<file path="src/rtl/fetch_unit_if.sv">
// Instruction-memory port of the fetch stage: single-outstanding request/response.
// Valid/ready: a request transfers on a cycle where ImemReq=1 and ImemAck=1; a response transfers on any cycle with ImemRValid=1 (no backpressure).
interface fetch_unit_if #(
  parameter int SIZE = 32
);
  logic            ImemReq;
  logic [SIZE-1:0] ImemAddr;
  logic            ImemAck;
  logic [SIZE-1:0] ImemRData;
  logic            ImemRValid;

  modport master (
    output ImemReq, ImemAddr,
    input  ImemAck, ImemRData, ImemRValid
  );

  modport slave (
    input  ImemReq, ImemAddr,
    output ImemAck, ImemRData, ImemRValid
  );
endinterface

</file>
<file path="src/rtl/fetch_unit.sv">
// Instruction-fetch stage: owns the fetch PC, buffers one returned instruction,
// holds it under StallF and redirects on taken branches, draining stale responses.
module fetch_unit #(
  parameter int              SIZE     = 32,
  parameter logic [SIZE-1:0] RESET_PC = '0
) (
  input  logic            CLK,
  input  logic            RST_N,
  input  logic            StallF,
  input  logic            BranchTakenE,
  input  logic [SIZE-1:0] BranchTargetE,
  fetch_unit_if.master    imem,
  output logic [SIZE-1:0] InstrF,
  output logic [SIZE-1:0] PCF,
  output logic [SIZE-1:0] PCPlus4F,
  output logic            ValidF,
  output logic            MissF,
  output logic [1:0]      DbgStateF
);

  localparam logic [1:0] FETCH = 2'd0;
  localparam logic [1:0] WAIT  = 2'd1;
  localparam logic [1:0] DRAIN = 2'd2;

  logic [1:0]      state_q, state_d;
  logic [SIZE-1:0] pc_q, pc_d;
  logic [SIZE-1:0] req_pc_q, req_pc_d;
  logic [SIZE-1:0] instr_buf_q, instr_buf_d;
  logic [SIZE-1:0] pcf_q, pcf_d;
  logic            buf_valid_q, buf_valid_d;
  logic            imem_req;
  logic            consume;

  // A new request may go out in the same cycle the buffered instruction is consumed.
  assign imem_req = (state_q == FETCH) & ~BranchTakenE & (~buf_valid_q | ~StallF);
  assign consume  = buf_valid_q & ~StallF;

  always_comb begin
    state_d     = state_q;
    pc_d        = pc_q;
    req_pc_d    = req_pc_q;
    instr_buf_d = instr_buf_q;
    pcf_d       = pcf_q;
    buf_valid_d = buf_valid_q;

    if (BranchTakenE) begin
      // Redirect wins over stall and over any response arriving this cycle.
      pc_d        = BranchTargetE;
      buf_valid_d = 1'b0;
      case (state_q)
        WAIT:    state_d = imem.ImemRValid ? FETCH : DRAIN;
        DRAIN:   state_d = imem.ImemRValid ? FETCH : DRAIN;
        default: state_d = FETCH;
      endcase
    end else begin
      if (consume) buf_valid_d = 1'b0;
      case (state_q)
        FETCH: begin
          if (imem_req && imem.ImemAck) begin
            req_pc_d = pc_q;
            pc_d     = pc_q + SIZE'(4);
            state_d  = WAIT;
          end
        end
        WAIT: begin
          if (imem.ImemRValid) begin
            instr_buf_d = imem.ImemRData;
            pcf_d       = req_pc_q;
            buf_valid_d = 1'b1;
            state_d     = FETCH;
          end
        end
        DRAIN: begin
          if (imem.ImemRValid) state_d = FETCH;
        end
        default: state_d = FETCH;
      endcase
    end
  end

  always_ff @(posedge CLK or negedge RST_N) begin
    if (!RST_N) begin
      state_q     <= FETCH;
      pc_q        <= RESET_PC;
      req_pc_q    <= '0;
      instr_buf_q <= '0;
      pcf_q       <= '0;
      buf_valid_q <= 1'b0;
    end else begin
      state_q     <= state_d;
      pc_q        <= pc_d;
      req_pc_q    <= req_pc_d;
      instr_buf_q <= instr_buf_d;
      pcf_q       <= pcf_d;
      buf_valid_q <= buf_valid_d;
    end
  end

  assign imem.ImemReq  = imem_req;
  assign imem.ImemAddr = pc_q;
  assign InstrF        = buf_valid_q ? instr_buf_q : '0;
  assign PCF           = pcf_q;
  assign PCPlus4F      = pcf_q + SIZE'(4);
  assign ValidF        = buf_valid_q;
  assign MissF         = ~buf_valid_q;
  assign DbgStateF     = state_q;

endmodule

</file>
<file path="src/flat_wrapper.sv">
// flat-port wrapper written by rule: the top's interface ports become plain ports
module fetch_unit_flat 
#(
  parameter int              SIZE     = 32,
  parameter logic [SIZE-1:0] RESET_PC = '0
)
  (CLK, RST_N, StallF, BranchTakenE, BranchTargetE, InstrF, PCF, PCPlus4F, ValidF, MissF, DbgStateF, imem_ImemReq, imem_ImemAddr, imem_ImemAck, imem_ImemRData, imem_ImemRValid);
  fetch_unit_if #(.SIZE(SIZE)) imem_i ();
  input  logic CLK;
  input  logic RST_N;
  input  logic StallF;
  input  logic BranchTakenE;
  input  logic [SIZE-1:0] BranchTargetE;
  output logic [SIZE-1:0] InstrF;
  output logic [SIZE-1:0] PCF;
  output logic [SIZE-1:0] PCPlus4F;
  output logic ValidF;
  output logic MissF;
  output logic [1:0] DbgStateF;
  output wire logic [$bits(imem_i.ImemReq)-1:0] imem_ImemReq;
  output wire logic [$bits(imem_i.ImemAddr)-1:0] imem_ImemAddr;
  input wire logic [$bits(imem_i.ImemAck)-1:0] imem_ImemAck;
  input wire logic [$bits(imem_i.ImemRData)-1:0] imem_ImemRData;
  input wire logic [$bits(imem_i.ImemRValid)-1:0] imem_ImemRValid;
  assign imem_ImemReq = imem_i.ImemReq;
  assign imem_ImemAddr = imem_i.ImemAddr;
  assign imem_i.ImemAck = imem_ImemAck;
  assign imem_i.ImemRData = imem_ImemRData;
  assign imem_i.ImemRValid = imem_ImemRValid;
  fetch_unit #(.SIZE(SIZE), .RESET_PC(RESET_PC)) u_core (.CLK(CLK), .RST_N(RST_N), .StallF(StallF), .BranchTakenE(BranchTakenE), .BranchTargetE(BranchTargetE), .imem(imem_i), .InstrF(InstrF), .PCF(PCF), .PCPlus4F(PCPlus4F), .ValidF(ValidF), .MissF(MissF), .DbgStateF(DbgStateF));
endmodule
</file>
<file path="config.mk">
export PLATFORM = sky130hd
export DESIGN_NAME = fetch_unit_flat
export DESIGN_NICKNAME = d
export VERILOG_FILES = /design/src/rtl/fetch_unit_if.sv /design/src/rtl/fetch_unit.sv /design/src/flat_wrapper.sv
export SDC_FILE = /design/constraint.sdc
export NUM_CORES = 1
export LEC_CHECK = 0
export CORE_ASPECT_RATIO = 0.75
export CORE_MARGIN = 2
export CORE_UTILIZATION = 42
export CTS_BUF_LIST = sky130_fd_sc_hd__clkbuf_4 sky130_fd_sc_hd__clkbuf_8 sky130_fd_sc_hd__clkbuf_16
export DETAILED_ROUTE_END_ITERATION = 8
export PLACE_DENSITY = 0.85
export SLEW_MARGIN = 20
export SYNTH_ARGS = -nofsm -noshare
export SYNTH_HDL_FRONTEND = slang
export SYNTH_SLANG_ARGS = --single-unit
export TNS_END_PERCENT = 30
</file>
<file path="constraint.sdc">
create_clock -name CLK -period 1.6 [get_ports CLK]
set_input_delay 0.16 -clock CLK [delete_from_list [all_inputs] [get_ports CLK]]
set_output_delay 0.16 -clock CLK [all_outputs]
set_load 0.01 [all_outputs]
</file>
# ---- Word-level counts from Yosys, hierarchy flattened
# Cells that the tools add are included.
dict set report word_totals {
  register_bits 131
  in_bits 70
}
dict set report op_classes {
  addsub 2
  eq_ne 4
  mux 14
  bitwise 7
  reduce_logical 9
}
# op count
set op_table {}
lappend op_table {{32-bit 2-to-1 mux} 4}
lappend op_table {{32-bit by 3-bit adder with 32-bit output (second input constant)} 2}
lappend op_table {{2-bit 2-to-1 mux} 5}
lappend op_table {{3-bit AND reduction} 2}
lappend op_table {{1-bit 2-to-1 mux} 4}
lappend op_table {{2-bit one-hot mux with 2 select lines} 1}
lappend op_table {{2-bit AND reduction} 2}
lappend op_table {{2-bit nonzero test} 2}
lappend op_table {{1-bit bitwise AND} 3}
lappend op_table {{3-bit by 1-bit != test with 1-bit output (second input constant)} 1}
lappend op_table {{3-bit != test (second input constant)} 1}
lappend op_table {{1-bit NOT} 3}
lappend op_table {{2-bit by 1-bit == test with 1-bit output (second input constant)} 1}
lappend op_table {{2-bit == test (second input constant)} 1}
lappend op_table {{2-bit zero test} 1}
lappend op_table {{2-bit OR reduction} 1}
lappend op_table {{1-bit logical AND} 1}
lappend op_table {{1-bit OR} 1}

# ---- Longest topological paths before layout
# Gate-level depths: netlist (run 1).
dict set report depth {
  word_depth 7
  depth_mapped 8
}

# ---- Least setup slack after synthesis (run 1)
# Ideal clock, no wire load.
dict set report synth_path {
  path_kind {flip-flop to output port}
  start {reg u_core.pcf_q[2] (netlist: u_core.PCF[2])}
  end {out PCPlus4F[16]}
  arrival_ps 1687
  t_required_ps 1440
  slack_ps -247
  stages_incl_launch_ff 7
  n_path_buf 0
  path_cell_list {dfrtp_1 > ha_1 > nand4_1 > nor3_1 > and3_1 > nand3_1 > xnor2_1}
}
dict set report synth_via {
  elab_chain_cells 1
}
# element line
set synth_rtl {}
lappend synth_rtl {{start, declared} fetch_unit.sv:29} ;# logic [SIZE-1:0] pcf_q, pcf_d;
lappend synth_rtl {{start signal, assigned} fetch_unit.sv:94} ;# pcf_q <= pcf_d;
lappend synth_rtl {{32-bit by 3-bit adder with 32-bit output} fetch_unit.sv:103} ;# assign PCPlus4F = pcf_q + SIZE'(4);
lappend synth_rtl {{end, declared} flat_wrapper.sv:16} ;# output logic [SIZE-1:0] PCPlus4F;
# No other way between the ends.

# ---- Worst setup path after layout (run 1)
dict set report layout_path {
  start {reg u_core.pcf_q[7] (netlist: u_core.PCF[7])}
  end {out PCPlus4F[28]}
}
# Same word-level chain as after synthesis.

==> flow_metrics.py, run 1 <==
metrics = {
    "critical_path": {
        "crit_path_start_kind": "flip-flop",
        "crit_arrival_ns": 2.18,
        "endpoint_kind": "primary output",
        "cp-startpoint": "u_core.PCF[7]",
        "crit_required_ns": 1.44,
        "rr_startpoint": "u_core.DbgStateF[1]",
        "crit_path_frequent_cell": "buf_4",
        "slowest_delay_ns": 0.36,
        "cp-endpoint": "PCPlus4F[28]",
        "rrSetupSlack_ns": -0.21,
        "cpMaxStageDelayCell": "dfrtp_2",
        "r2r-end": "u_core.imem.ImemAddr[29]",
        "worstSetupPathType": "flip-flop to primary output",
        "cp_cell_sequence": "and3_4, nand4_1, buf_4, nor4_4, buf_4, buf_6, buf_4, nand2_4, xnor2_2, buf_2",
        "reg2reg_depth": 7,
        "cp_max_fo": 2,
    },
    "logic_synthesis": {
        "synth-seq-cells": 131,
        "ys_seq_area_share_pct": 50.9,
        "synth_fp_nets": 695,
        "synth_edf_count": 0,
        "synth_area_per_cell_um2": 10.4,
        "async_flop_share_pct": 100,
        "synth_cell_type_count": 52,
        "synthFlopType": "dfrtp_1",
        "ys_warn_count": 0,
        "netlist_instances": 621,
        "synth_area_um2": 6440,
    },
    "floorplan": {
        "start_util_pct": 42.5,
        "io_pins": 203,
        "die_area_um2": 16300,
        "core-area_um2": 15100,
        "die_height_um": 111,
        "die_x_um": 147,
        "fp-row-count": 39,
    },
    "sta": {
        "fin_crit_ns": 2.34,
        "final_max_slew_viol_count": 0,
        "fin_crit_sh_pct": 146,
        "finalWorstSetupSlack_ns": -0.740,
        "rsz0062_at_grt": "yes",
        "max_freq_ghz": 0.427,
        "tightest_slew_ns": 0.394,
        "fin_skew_ns": 0.00995,
        "relSlewSlack_pct": 73.8,
        "hold_slack_ns": 0.225,
        "hold_violations": 0,
        "setup_viol": 50,
    },
    "run_status": {
        "status": "finished with violations",
        "violations": "negative setup slack",
    },
    "detailed_routing": {
        "vias": 6356,
        "via_per_inst": 5.34,
        "avgRoutedWirePerCell_um": 18.6,
        "wl_mm": 22.2,
        "drc": 0,
        "first_pass_iters": 6,
        "drt-initial-drc-count": 509,
        "drtAntennaViolNets": 0,
    },
    "place": {
        "dp_cells": 1109,
        "io_buffers": 202,
        "hpwl_mm": 14.5,
        "place.gp.congestion": 0.845,
    },
    "power_and_ir_drop": {
        "pwr-share-seq_pct": 36.4,
        "p_comb_share_pct": 37.6,
        "power_density_nw_per_um2": 1310,
        "p_int_mw": 9.58,
        "ir_drop_mv": 0.761,
        "p_leak_nw": 5.56,
        "p_sw_share_pct": 32.8,
        "pwr-share-clk_pct": 26.0,
        "p_sw_mw": 4.68,
    },
    "layout": {
        "drive_gt1_share_pct": 45.1,
        "areaGrowthSynthToFinish_pct": 69.8,
        "finalNetCount": 1048,
        "layout.cells.non_filler": 1191,
        "n_antenna_cell": 0,
        "fill_cells": 1040,
        "fin_util_pct": 72.2,
    },
    "hold_path": {
        "worstHoldPathType": "input pin to async pin",
    },
    "grt": {
        "antenna_found_initial": 0,
        "grt_pass1_wl_mm": 32.4,
        "grt_max_degree": 49,
        "grt_pass1_vias": 6007,
        "gr-total-overflow": 0,
        "grt_usage_pct": 25.4,
    },
    "clock_network": {
        "clock_tree.root_cell": "clkbuf_16",
        "cts_made_buffers": 17,
        "cts_tree": "done",
        "h-tree-depth": 4,
        "clk_latency_ns": 0.42,
        "clock-sinks": 131,
        "cts.clk_slew.worst_paths_ns": 0.05,
        "cts_buffer_depth": 2,
    },
    "flow_run": {
        "maxCapViolations": 0,
    },
}
## synthesized netlist by cell type, types with 14 or more instances
| cell type | number | area share (%) |
|---|---|---|
| nand4_1 | 16 | 1.6 |
| and2_1 | 35 | 3.4 |
| nor2_1 | 16 | 0.93 |
| and3_1 | 15 | 1.5 |
| buf_2 | 15 | 1.2 |
| clkbuf_1 | 14 | 0.82 |
| xnor2_1 | 20 | 2.7 |
| dfrtp_1 | 131 | 51 |
| o21ai_0 | 24 | 1.9 |
| nand3_1 | 22 | 1.7 |
| nand2_1 | 133 | 7.8 |
| mux2_2 | 67 | 12 |
## cells in the final DEF (no fill, tap or decap), drive strengths merged, types with 2 or more instances in the layout
cell           count
nand3             25
o21ai             24
xor2              12
and2              36
xnor2             20
a21oi              9
and3              16
a31oi              4
or4                2
mux2i              2
o311ai            10
ha                 4
clkbuf            40
nand2            133
or3                4
clkdlybuf4s50     78
o22ai              2
inv               11
clkinv             5
dlygate4sd2       54
a41oi              5
nor4               5
dlymetal6s2s       7
nor2              18
nand4             18
o211ai             8
nor3               6
clkdlybuf4s15      2
mux2              67
buf              212
and4               5
dfrtp            131
## through the flow
step                worst slack [ns]  power, mW  setup TNS [ns]  area (um^2)
finish                        -0.740       14.3          -14.46        10900
global route                  -0.853       15.0          -19.13        10900
CTS                           -0.716       13.8          -12.66        10200
detailed placement            -0.697       10.4          -33.30         9580
global placement              -0.648       10.3          -32.60         9580
floorplan                     -0.117       7.25           -1.65         6530
## logic make-up (layout without fill, tap and decap cells)
kind of cell / count (synthesis) / count (layout) / synth area share (%)
buf+inv: 46 / 411 / 3.29
fa+ha+maj: 4 / 4 / 0.778
flops: 131 / 131 / 50.9
mux: 69 / 69 / 12.0
simple gates: 270 / 270 / 21.6
xor+xnor: 32 / 32 / 4.35
compound gates: 69 / 69 / 7.02
## what timing repair did
action / 4_1_cts / 5_1_grt
setup buffers: 17 / 30
setup endpoints to repair: 151 / 144
gates resized for setup: 335 / 147
pin swaps: 33 / 40
hold buffers: 1 / 0
endpoints found under the hold margin: 36 / 0
cloned: 1 / 4
## worst max-delay path: cells and delay by family, from the launching register on
kind                   cells  cell delay [ns]
XOR/XNOR                   1             0.12
buffers and inverters      5             0.70
flip-flops                 1             0.36
AND/OR/NAND/NOR            4             0.58
## state kept, by name, indices dropped and copies added (netlist names)
signal,flops
u_core.req_pc_q,32
u_core.instr_buf_q,32
u_core.ValidF,1
u_core.PCF,32
u_core.imem.ImemAddr,32
u_core.DbgStateF,2
## worst min-delay path by stage
stage / from / end / slack [ns] / cells past startpoint
after CTS: RST_N / u_core.instr_buf_q[30] / 0.22 / 2
after floorplan: RST_N / u_core.DbgStateF[0] / -0.14 / 0
after detailed placement: RST_N / u_core.instr_buf_q[30] / 0.09 / 1
after global routing: RST_N / u_core.instr_buf_q[21] / 0.24 / 2
final: RST_N / u_core.instr_buf_q[21] / 0.23 / 2
after global placement: RST_N / u_core.instr_buf_q[21] / 0.09 / 1
## per-layer routing
metal	vias to the layer above	share of wire, %	global-route usage (%)
met5	-	0	0
met4	0	1.9	6.67
met3	41	8.7	7.61
met2	338	48	41.0
met1	3103	42	33.6
li1	2874	-	-
## power by group through the flow
stage / clock (mW) / combinational, mW / sequential [mW]
floorplan: 0 / 1.83 / 5.42
global placement: 0 / 5.19 / 5.07
detailed placement: 0 / 5.29 / 5.15
CTS: 3.74 / 4.97 / 5.13
global route: 3.91 / 5.76 / 5.32
finish: 3.71 / 5.37 / 5.19
## area by class of cell
class / count / area (um^2) / share of cell area (%)
well taps: 205 / 256 / 2.35
clock inverters: 6 / 55.1 / 0.504
inverters: 11 / 41.3 / 0.378
multi-input cells: 444 / 3520 / 32.2
repair buffers: 369 / 3260 / 29.9
flip-flops and latches: 131 / 3290 / 30.1
clock buffers: 25 / 504 / 4.61
Power figures use the tool's default switching activity.
==> inputs of run 2 (changes only) <==
GPL_TIMING_DRIVEN = 0   (was default)
==> run 2 against run 1 <==
  * First-iteration DRC count up 15%
  * Design area up 0.24%
  * Worst setup slack better by 0.12 ns
  * Via count about the same
  * Largest cell class unchanged
  * The flow still finishes with violations (negative setup slack)
  * Core utilization up 0.17 points
  * Sequential power up 6.9%
==> flow_metrics.py, run 2 (same netlist as run 1, synthesis figures left out) <==
metrics = {
    "run_status": {
        "status": "finished with violations",
        "violations": "negative setup slack",
    },
    "power_and_ir_drop": {
        "p_comb_share_pct": 34.6,
        "p_sw_share_pct": 32.9,
        "pwr-share-clk_pct": 27.2,
        "pwr-share-seq_pct": 38.3,
        "p_sw_mw": 4.77,
        "p_int_mw": 9.73,
        "ir_drop_mv": 0.876,
        "power_mw": 14.5,
        "p_leak_nw": 5.43,
        "power_density_nw_per_um2": 1320,
    },
    "sta": {
        "final_max_slew_viol_count": 0,
        "fin_crit_sh_pct": 139,
        "hold_violations": 0,
        "setup_viol": 58,
        "tightest_slew_ns": 0.591,
        "finalWorstSetupSlack_ns": -0.624,
        "hold_slack_ns": 0.219,
        "max_freq_ghz": 0.450,
        "rsz0062_at_grt": "yes",
        "relSlewSlack_pct": 60.6,
        "setup_tns_ns": -14.08,
        "fin_crit_ns": 2.22,
        "fin_skew_ns": 0.00926,
    },
    "clock_network": {
        "clock_tree.root_cell": "clkbuf_16",
        "clock-sinks": 131,
        "cts_buffer_depth": 2,
        "cts_made_buffers": 17,
        "h-tree-depth": 4,
        "clk_latency_ns": 0.42,
        "cts.clk_slew.worst_paths_ns": 0.05,
        "cts_tree": "done",
    },
    "grt": {
        "grt_pass1_wl_mm": 33.4,
        "antenna_found_initial": 0,
        "grt_max_degree": 85,
        "grt_usage_pct": 26.5,
        "gr-total-overflow": 0,
        "grt_pass1_vias": 6001,
    },
    "place": {
        "io_buffers": 201,
        "post_dp_cell_area_um2": 8830,
        "dp_worst_setup_slack_ns": -1.10,
        "hpwl_mm": 14.1,
        "place.gp.congestion": 0.898,
    },
    "critical_path": {
        "rr_startpoint": "u_core.imem.ImemAddr[8]",
        "cp-startpoint": "u_core.PCF[8]",
        "crit_arrival_ns": 2.06,
        "reg2reg_depth": 7,
        "cp_max_fo": 4,
        "r2r-end": "u_core.imem.ImemAddr[24]",
        "endpoint_kind": "primary output",
        "rrSetupSlack_ns": -0.19,
        "cp-endpoint": "PCPlus4F[29]",
        "worstSetupPathType": "flip-flop to primary output",
        "crit_required_ns": 1.44,
        "crit_path_start_kind": "flip-flop",
    },
    "layout": {
        "fill_cells": 1000,
        "mostFrequentLayoutCell": "nand2_1",
        "mostFrequentLayoutCells": "122 x nand2_1, 87 x clkdlybuf4s50_1, 82 x dfrtp_1",
        "finalNetCount": 1000,
        "drive_gt1_share_pct": 48.1,
        "fin_area_um2": 11000,
        "n_antenna_cell": 0,
        "areaGrowthSynthToFinish_pct": 70.2,
    },
    "floorplan": {
        "io_pins": 203,
        "die_area_um2": 16300,
        "die_height_um": 111,
        "die_x_um": 147,
        "core-area_um2": 15100,
        "fp-row-count": 39,
        "start_util_pct": 42.5,
    },
    "detailed_routing": {
        "avgRoutedWirePerCell_um": 20.9,
        "drt-initial-drc-count": 585,
        "drtAntennaViolNets": 0,
        "first_pass_iters": 6,
        "wl_mm": 23.9,
        "via_per_inst": 5.56,
        "vias": 6350,
        "drc": 0,
    },
    "flow_run": {
        "maxCapViolations": 0,
    },
    "hold_path": {
        "min_path_cells": 2,
        "worstHoldPathType": "input pin to flip-flop",
    },
}
==> run 2: cell count changes in the layout (fill, tap and decap cells not counted), sizes merged <==
| cell | previous run | this run |
|---|---|---|
| clkbuf | 40 | 41 |
| clkinv | 5 | 3 |
| dlygate4sd2 | 54 | 31 |
| clkdlybuf4s50 | 78 | 87 |
| buf | 212 | 167 |
| bufinv | 1 | 3 |
| dlymetal6s2s | 7 | 16 |
==> run 2: timing repair <==
item	in CTS	in global routing
cloned	3	3
gates resized for setup	436	208
endpoints found under the setup margin	228	193
pin swaps	27	48
setup buffers	51	31
endpoints found under the hold margin	47	0
hold buffers	1	0
==> run 2: metal layers <==
layer  GRT usage [%]  vias to the layer above  part of all wire, %
met5               0                        -                    0
met4            8.85                        0                  3.9
met3            6.83                       78                  9.0
met2            42.7                      424                   47
met1            35.0                     3078                   40
li1                -                     2770                    -
==> run 2: per-stage QoR <==
stage	cells	utilization [%]
after global placement	1027	58.1
final	1142	72.4
after CTS	1113	66.6
after global routing	1142	72.4
after detailed placement	1028	58.4
after floorplan	621	-
==> run 2: area by class of cell <==
type                       instances  area [um^2]  area share (%)
inverter                          11         41.3           0.377
clock buffer                      24          484            4.42
tap                              205          256            2.34
timing repair buffer             289         2740            25.0
buffer                            32          369            3.37
sequential                       131         3340            30.5
multi-input combinational        444         3620            33.0
clock inverter                     6          105           0.960
==> run 2: worst min path at each step <==
| stage | startpoint | to | slack [ns] |
|---|---|---|---|
| floorplan | RST_N | u_core.DbgStateF[0] | -0.14 |
| global placement | u_core.req_pc_q[0] | u_core.req_pc_q[0] | 0.46 |
| detailed placement | RST_N | u_core.instr_buf_q[21] | 0.08 |
| CTS | BranchTakenE | u_core.imem.ImemAddr[1] | 0.16 |
| global route | BranchTakenE | u_core.imem.ImemAddr[1] | 0.21 |
| finish | BranchTakenE | u_core.imem.ImemAddr[1] | 0.22 |
==> run 2: critical path, cell delays in order, from the launching register on <==
cell and delay [ns]:
dfrtp_2 0.36, and3_4 0.19, nand4_1 0.18, nor4_4 0.30, buf_6 0.16, nand4_1 0.15, xnor2_2 0.17, buf_2 0.14
==> run 2: power groups by stage <==
| stage | logic, mW | clock network, mW | registers (mW) |
|---|---|---|---|
| detailed placement | 4.17 | 0 | 5.55 |
| global placement | 4.07 | 0 | 5.51 |
| global route | 5.37 | 4.15 | 5.69 |
| CTS | 4.45 | 3.96 | 5.42 |
| finish | 5.01 | 3.94 | 5.55 |
| floorplan | 1.83 | 0 | 5.42 |
